**config.mk**
```make
export PLATFORM = sky130hd
export DESIGN_NAME = fetch_packet_queue_flat
export DESIGN_NICKNAME = d
export VERILOG_FILES = /design/src/rtl/fetch_packet_queue_pkg.sv /design/src/rtl/fetch_packet_queue_if.sv /design/src/rtl/fetch_packet_queue_mem.sv /design/src/rtl/fetch_packet_queue.sv /design/src/flat_wrapper.sv
export SDC_FILE = /design/constraint.sdc
export NUM_CORES = 2
export LEC_CHECK = 0
export ABC_AREA = 1
export CAP_MARGIN = 20
export CORE_MARGIN = 2
export CORE_UTILIZATION = 53
export DETAILED_ROUTE_END_ITERATION = 8
export PLACE_DENSITY = 0.82
export REMOVE_ABC_BUFFERS = 1
export SYNTH_ARGS = -nofsm -noshare
export SYNTH_HDL_FRONTEND = slang
export SYNTH_SLANG_ARGS = --single-unit
```
**constraint.sdc**
```tcl
create_clock -name clock -period 24 [get_ports clock]
set_input_delay 2.4 -clock clock [delete_from_list [all_inputs] [get_ports clock]]
set_output_delay 2.4 -clock clock [all_outputs]
set_load 0.005 [all_outputs]
```
**src/rtl/fetch_packet_queue_pkg.sv**
```systemverilog
// Shared frontend types for the fetch packet queue.
// Holds the fetch packet layout carried from the L1 I-cache response port to
// the decoder, its branch-prediction sub-struct, field-width constants and a
// helper that recognises packets with no valid instruction slots.
package fetch_packet_queue_pkg;

  localparam int unsigned FETCH_WIDTH = 4;
  localparam int unsigned XLEN        = 32;
  localparam int unsigned PKT_INDEX_W = 4;
  localparam int unsigned ROB_INDEX_W = 6;
  localparam int unsigned BR_TYPE_W   = 3;
  localparam int unsigned GHR_W       = 16;
  localparam int unsigned RAS_PTR_W   = 7;

  typedef struct packed {
    logic [XLEN-1:0]        instruction;
    logic [PKT_INDEX_W-1:0] packet_index;
    logic [ROB_INDEX_W-1:0] ROB_index;
  } instruction_t;

  typedef struct packed {
    logic                   hit;
    logic [XLEN-1:0]        target;
    logic [BR_TYPE_W-1:0]   br_type;
    logic [FETCH_WIDTH-1:0] br_mask;
  } prediction_t;

  typedef struct packed {
    logic [XLEN-1:0]                   fetch_PC;
    logic [FETCH_WIDTH-1:0]            valid_bits;
    instruction_t [FETCH_WIDTH-1:0]    instructions;
    prediction_t                       prediction;
    logic [GHR_W-1:0]                  GHR;
    logic [RAS_PTR_W-1:0]              NEXT;
    logic [RAS_PTR_W-1:0]              TOS;
  } fetch_packet_t;

  // A packet with no valid slot carries nothing for decode.
  function automatic logic pkt_is_empty(input fetch_packet_t p);
    return ~|p.valid_bits;
  endfunction

endpackage

```
**src/rtl/fetch_packet_queue_if.sv**
```systemverilog
// Handshake bundle between the I-cache response port, the fetch packet queue
// and the decoder.
//   io_in_valid / io_in_ready / io_in_bits    : cache -> queue
//   io_out_valid / io_out_ready / io_out_bits : queue -> decoder
// slave  : the queue side.
// master : the environment side (cache producer plus decoder consumer).
interface fetch_packet_queue_if;
  import fetch_packet_queue_pkg::*;

  logic          io_in_ready;
  logic          io_in_valid;
  fetch_packet_t io_in_bits;
  logic          io_out_ready;
  logic          io_out_valid;
  fetch_packet_t io_out_bits;

  modport slave (
    input  io_in_valid, io_in_bits, io_out_ready,
    output io_in_ready, io_out_valid, io_out_bits
  );

  modport master (
    output io_in_valid, io_in_bits, io_out_ready,
    input  io_in_ready, io_out_valid, io_out_bits
  );

endinterface

```
**src/rtl/fetch_packet_queue_mem.sv**
```systemverilog
// Fetch packet storage: DEPTH entries of fetch_packet_t.
// One synchronous write port, one asynchronous read port. Not reset; the
// contents of unoccupied entries are never observed.
// Ports:
//   clock   : clock
//   we_i    : write enable
//   waddr_i : write entry index
//   wdata_i : packet to store
//   raddr_i : read entry index
//   rdata_o : packet at raddr_i (combinational)
module fetch_packet_queue_mem
  import fetch_packet_queue_pkg::*;
#(
  parameter int unsigned DEPTH = 8,
  parameter int unsigned AW    = $clog2(DEPTH)
) (
  input  logic          clock,
  input  logic          we_i,
  input  logic [AW-1:0] waddr_i,
  input  fetch_packet_t wdata_i,
  input  logic [AW-1:0] raddr_i,
  output fetch_packet_t rdata_o
);

  fetch_packet_t mem_q [DEPTH];

  always_ff @(posedge clock) begin
    if (we_i) begin
      mem_q[waddr_i] <= wdata_i;
    end
  end

  assign rdata_o = mem_q[raddr_i];

endmodule

```
**src/rtl/fetch_packet_queue.sv**
```systemverilog
// Fetch packet queue: decoupling FIFO between the L1 I-cache response port and
// the decoder. Packets leave in accept order with fields unmodified. Packets
// whose valid_bits are all zero complete the handshake but are dropped. A kill
// (or reset) empties the queue at the end of the cycle it is asserted, and
// discards any handshake in that cycle.
// Ports:
//   clock    : clock
//   reset    : synchronous active-high reset
//   io_kill  : flush request from branch resolution / commit
//   io       : cache-side and decoder-side handshakes (slave modport)
//   io_count : current occupancy for the frontend stall logic
module fetch_packet_queue #(
  parameter int unsigned DEPTH       = 8,
  parameter int unsigned FETCH_WIDTH = 4
) (
  input  logic                     clock,
  input  logic                     reset,
  input  logic                     io_kill,
  fetch_packet_queue_if.slave      io,
  output logic [$clog2(DEPTH):0]   io_count
);
  import fetch_packet_queue_pkg::*;

  localparam int unsigned AW = $clog2(DEPTH);
  localparam int unsigned CW = AW + 1;

  if ((DEPTH < 2) || ((DEPTH & (DEPTH - 1)) != 0)) begin : g_bad_depth
    $error("fetch_packet_queue: DEPTH must be a power of two, at least 2");
  end
  if (FETCH_WIDTH != fetch_packet_queue_pkg::FETCH_WIDTH) begin : g_bad_width
    $error("fetch_packet_queue: FETCH_WIDTH must match the cache response format");
  end

  logic [AW-1:0] rd_ptr_q, rd_ptr_d;
  logic [AW-1:0] wr_ptr_q, wr_ptr_d;
  logic [CW-1:0] count_q, count_d;
  logic          enq, deq;

  // Status is derived only from registered count; there is no full bypass
  // and no empty bypass.
  assign io.io_in_ready  = (count_q != CW'(DEPTH));
  assign io.io_out_valid = (count_q != '0);
  assign io_count        = count_q;

  // Empty packets are acknowledged but never occupy an entry.
  assign enq = io.io_in_valid && io.io_in_ready && !io_kill
               && !pkt_is_empty(io.io_in_bits);
  assign deq = io.io_out_valid && io.io_out_ready && !io_kill;

  always_comb begin
    rd_ptr_d = rd_ptr_q;
    wr_ptr_d = wr_ptr_q;
    count_d  = count_q + CW'(enq) - CW'(deq);
    if (enq) begin
      wr_ptr_d = wr_ptr_q + AW'(1);
    end
    if (deq) begin
      rd_ptr_d = rd_ptr_q + AW'(1);
    end
  end

  always_ff @(posedge clock) begin
    if (reset || io_kill) begin
      rd_ptr_q <= '0;
      wr_ptr_q <= '0;
      count_q  <= '0;
    end else begin
      rd_ptr_q <= rd_ptr_d;
      wr_ptr_q <= wr_ptr_d;
      count_q  <= count_d;
    end
  end

  fetch_packet_queue_mem #(
    .DEPTH (DEPTH),
    .AW    (AW)
  ) u_mem (
    .clock   (clock),
    .we_i    (enq),
    .waddr_i (wr_ptr_q),
    .wdata_i (io.io_in_bits),
    .raddr_i (rd_ptr_q),
    .rdata_o (io.io_out_bits)
  );

endmodule

```
**src/flat_wrapper.sv**
```systemverilog
// flat-port wrapper written by rule: the top's interface ports become plain ports
module fetch_packet_queue_flat import fetch_packet_queue_pkg::*;
#(
  parameter int unsigned DEPTH       = 8,
  parameter int unsigned FETCH_WIDTH = 4
)
  (clock, reset, io_kill, io_count, io_io_in_valid, io_io_in_bits, io_io_out_ready, io_io_in_ready, io_io_out_valid, io_io_out_bits);
  fetch_packet_queue_if io_i ();
  input  logic clock;
  input  logic reset;
  input  logic io_kill;
  output logic [$clog2(DEPTH):0] io_count;
  input wire logic [$bits(io_i.io_in_valid)-1:0] io_io_in_valid;
  input wire logic [$bits(io_i.io_in_bits)-1:0] io_io_in_bits;
  input wire logic [$bits(io_i.io_out_ready)-1:0] io_io_out_ready;
  output wire logic [$bits(io_i.io_in_ready)-1:0] io_io_in_ready;
  output wire logic [$bits(io_i.io_out_valid)-1:0] io_io_out_valid;
  output wire logic [$bits(io_i.io_out_bits)-1:0] io_io_out_bits;
  assign io_i.io_in_valid = io_io_in_valid;
  assign io_i.io_in_bits = io_io_in_bits;
  assign io_i.io_out_ready = io_io_out_ready;
  assign io_io_in_ready = io_i.io_in_ready;
  assign io_io_out_valid = io_i.io_out_valid;
  assign io_io_out_bits = io_i.io_out_bits;
  fetch_packet_queue #(.DEPTH(DEPTH), .FETCH_WIDTH(FETCH_WIDTH)) u_core (.clock(clock), .reset(reset), .io_kill(io_kill), .io(io_i), .io_count(io_count));
endmodule
```
# Word-level counts from Yosys, hierarchy flattened
# Memory sizes are Yosys's and may differ from the RTL's. A register that Yosys moved wholly into a read port is not among the register bits.
# Index checks and enable logic that the tools add are counted.
# totals
register_bits,10
ramBits,2192
out_inout_bits,280
word_cells,22
n_memories,1
# memory_table
name,depth,width,read_ports,rd_clocked_by_memory_dff,write_ports,line,rtl
u_core.u_mem.mem_q,8,274,1,1,1,fetch_packet_queue_mem.sv:25,fetch_packet_t mem_q [DEPTH];
# classes
add_sub_neg,4
eq_ne,1
muxes,4
reduce_logical,9
# op_table
cell,n
$add A3 B1 Y3 const B,2
$mux W3,2
$logic_and A1 B1 Y1,5
$add A4 B1 Y4,1
$ne A4 B4 Y1 const B,1
$reduce_bool A4 Y1,1
$reduce_or A4 Y1,1
$sub A4 B1 Y4,1
$mux W1,2
$logic_not A1 Y1,1
$logic_or A1 B1 Y1,1

# Depth between registers and ports, before layout
# logic_depth
ltp_word,6
mapped_depth,10
ltp_nobuf,10

# By module
# A second synthesis with hierarchy kept.
# unflattened
hier_cells,9568
area_unflattened_um2,95618.0
# by_module_without_submodules
mod,instances,cells_each,area_each_um2,seq_area_each_um2
fetch_packet_queue_mem,1,9487,95012.4,65823.1
fetch_packet_queue,1,81,605.6,200.2

# Worst setup path before layout
# No wires, ideal clock.
# synth_path
kind,input to register
start,input port io_io_in_valid
end,memory u_core.u_mem.mem_q[7][0] in the netlist's numbering (enable)
setup_ns,1.247
arrival_time_ns,21.281
required_ns,22.753
setup_slack_ns,1.471
cell_stages,4
n_path_buf,0
path_cell_list,inv_1 > nor2_1 > nand3_1 > nor3_1
# synth_between
elab_chain_len,5
# synth_lines
item,line,rtl
from (decl),flat_wrapper.sv:13,input wire logic [$bits(io_i.io_in_valid)-1:0] io_io_in_valid;
$logic_and A1 B1 Y1 (2 in a row),fetch_packet_queue.sv:46,assign enq = io.io_in_valid && io.io_in_ready && !io_kill
$logic_and A1 B1 Y1,fetch_packet_queue.sv:47,&& !pkt_is_empty(io.io_in_bits);
$mux W1,fetch_packet_queue_mem.sv:28,if (we_i) begin
$mux W1 (implied by the code),fetch_packet_queue_mem.sv:29,mem_q[waddr_i] <= wdata_i;
to (decl),fetch_packet_queue_mem.sv:25,
# No other way between the ends.

==> out/metrics.cfg <==
[place]
pre_cts_ws_ns=15.53
dp.cells=9210
io_buffers=558
place_area_um2=93100
place_hpwl_um=105000
gp_congestion=0.801

[detailed_routing]
drtIter0Drc=6356
vias_per_cell=5.75
drtPass1Iterations=6
num_vias=55261
drcViolationCount=0
drtAntennaViolNets=0
routed_wirelength_um=202000
wl_per_cell_um=21.0

[critical_path]
endpoint=io_io_out_bits[0]
r2r-start=u_core.io_count[2]
startpoint_type=flip-flop
slowest_stage=dfxtp_4
r2r_cells=10
ff2ff_setup_slack_ns=18.65
r2r_end=u_core.u_mem.mem_q[0][140]
cpMostUsedCell=buf_4
cp-end-kind=output pin
cp.required_ns=21.60
arrival_ns=7.09
critPathMaxStageDelay_ns=0.91
worstPathMaxFanout=96
crit_type=flip-flop to output pin
cp_cell_sequence=buf_4 -> buf_4 -> buf_4 -> buf_4 -> buf_4 -> o21ai_0 -> o21ai_1 -> nand2_1 -> nand2_1 -> clkdlybuf4s50_1

[timing]
period_needed_ns=9.49
tightest_slew_ns=1.14
slew_headroom=0.240
worst_clock_skew_ns=0.0364
fin_ws_ns=14.51
hold_viol_final=0
min_period_over_period=0.396
rsz0062_at_grt=no
setup-tns-final_ns=0
clock.fmax_mhz=105
slew_viol_final=0
setup_violations=0

[synth]
synth-simple-area-share=0.110
netlist_instances=6828
muxShareOfSynthArea=0
synthTopCellsByArea=edfxtp_1 (76%), nor2_1 (7.2%), o21ai_1 (5.1%), o21ai_0 (4.5%), nand2_1 (3.7%)
synth_area_um2=86300
yosysWarnings=0
synth_adder_area_share=0.00125
ys_types=22
seq_area_frac_synth=0.766
synth_top_area_share=0.763
yosysTopAreaCell=edfxtp_1
synth-compound-area-share=0.0960
syn_avg_cell_area_um2=12.6
synth_xor_area_frac=0.000203
synth_top_family_by_area=simple AND/OR/NAND/NOR gates
yosys_register_bits=2205

[power]
leakagePower_nw=33.7
vdd_ir_drop_max_v=0.0000800
p_per_area_nw_per_um2=77.8
power.total_mw=7.76

[clock_network]
cts_hold_buffers=0
cts_buffer_depth=3
cts_resized=0
clock_sinks=2205
insertion_delay_ns=0.84
cts_tree=done
clk_pin_slew_worst_paths_ns=0.06
cts-root-buf=clkbuf_16
cts_made_buffers=208
cts_setup_buffers=0
htreeDepth=4

[hold_path]
min_path_type=flip-flop to flip-flop
min_from=u_core.rd_ptr_q[1]

[cells_and_area]
synthToLayoutAreaGrowth_pct=15.6
fillers=11415
fin_area_um2=99800
drive_above_1_share=0.0495
nets=7534
final_cells=9617

[global_route]
track_usage=0.237
grt_pass1_wl_um=308000
grt_max_degree=244
grt_overflow=0
antenna_found_initial=34
grt_pass1_vias=54416

[floorplan]
die_h_um=408
core_um2=162000
pin_count=559
start_util=0.532
die-area_um2=166000
chipWidth_um=408
rows=148

[run]
maxCapViolations=0

[outcome]
status=finished, final reports clean

## cells in the final DEF, fill, tap and decap left out, types with 13 or more instances in the layout
cell type / n
buf_4: 65
diode_2: 21
clkdlybuf4s50_1: 558
edfxtp_1: 2192
clkbuf_1: 50
clkbuf_16: 209
nor2_1: 1658
o21ai_0: 770
o21ai_1: 876
clkinv_1: 57
clkinv_2: 35
inv_1: 15
nand2_1: 842
bufinv_16: 13
## worst min-delay path by stage
| stage | endpoint | depth (start not counted) | slack, ns |
|---|---|---|---|
| 2_1_floorplan | flip-flop | 2 | 0.47 |
| 3_3_place_gp | flip-flop | 2 | 0.48 |
| 3_5_place_dp | u_core.rd_ptr_q[1] | 2 | 0.50 |
| 4_1_cts | u_core.rd_ptr_q[1] | 2 | 0.51 |
| 5_1_grt | u_core.rd_ptr_q[1] | 2 | 0.53 |
| 6_report | u_core.rd_ptr_q[1] | 2 | 0.51 |
## flip-flops by register name, indices dropped and copies added, names as in the netlist, named ones only
| name | count |
|---|---|
| u_core.u_mem.mem_q | 2192 |
| u_core.io_count | 4 |
| u_core.rd_ptr_q | 3 |
| u_core.wr_ptr_q | 3 |
## Yosys cell counts
master       n
fa_1         1
o21ai_0    770
edfxtp_1  2192
buf_1       50
buf_8        1
nor3_1       4
clkbuf_1   181
nor2_1    1662
dfxtp_1     13
nand4_1      1
buf_4       23
inv_4        1
nand3_1      6
buf_6       60
nand2_1    842
ha_1         7
xnor2_1      1
a21oi_1      9
buf_2      111
inv_1       16
o21ai_1    876
xor2_1       1
## stage by stage
stage                      util  hold slack [ns]
after floorplan               -            0.466
after global placement    0.574            0.477
after detailed placement  0.574            0.499
after CTS                 0.615            0.509
after global routing      0.615            0.535
final                     0.615            0.509
## where the power goes
part | switching (mW) | total (mW) | internal [mW]
clock network | 1.40 | 3.15 | 1.75
logic | 0.187 | 0.322 | 0.136
registers | 0.00950 | 4.28 | 4.27
## metal layers
metal	up-vias	track usage	part of all wire
met5	-	0	0.00095
met4	28	0.105	0.032
met3	435	0.0480	0.090
met2	2812	0.394	0.50
met1	26926	0.303	0.38
li1	25060	-	-
## cell families (layout without fill, tap and decap cells)
kind of cell | after synthesis | in the layout
buf+inv | 443 | 1036
compound gates | 1655 | 1655
flops | 2205 | 2205
xor+xnor | 2 | 2
simple gates | 2515 | 2515
fa+ha+maj | 8 | 8
other cells | 0 | 21
## critical path, delay by kind of cell, from the launching register on
| kind | cells | cell delay (ns) |
|---|---|---|
| compound gates | 2 | 0.47 |
| buf+inv | 6 | 4.33 |
| flops | 1 | 0.91 |
| simple gates | 2 | 0.21 |
## layout make-up
type	instances	area, µm²	share of cell area
Clock inverter	125	1180	0.0118
Timing Repair Buffer	635	6320	0.0633
Antenna cell	21	52.6	0.000527
Inverter	17	87.6	0.000878
Multi-Input combinational cell	4180	17900	0.180
Tap cell	2175	2720	0.0273
Clock buffer	259	5420	0.0543
Sequential cell	2205	66100	0.662
Power figures use the tool's default switching activity.
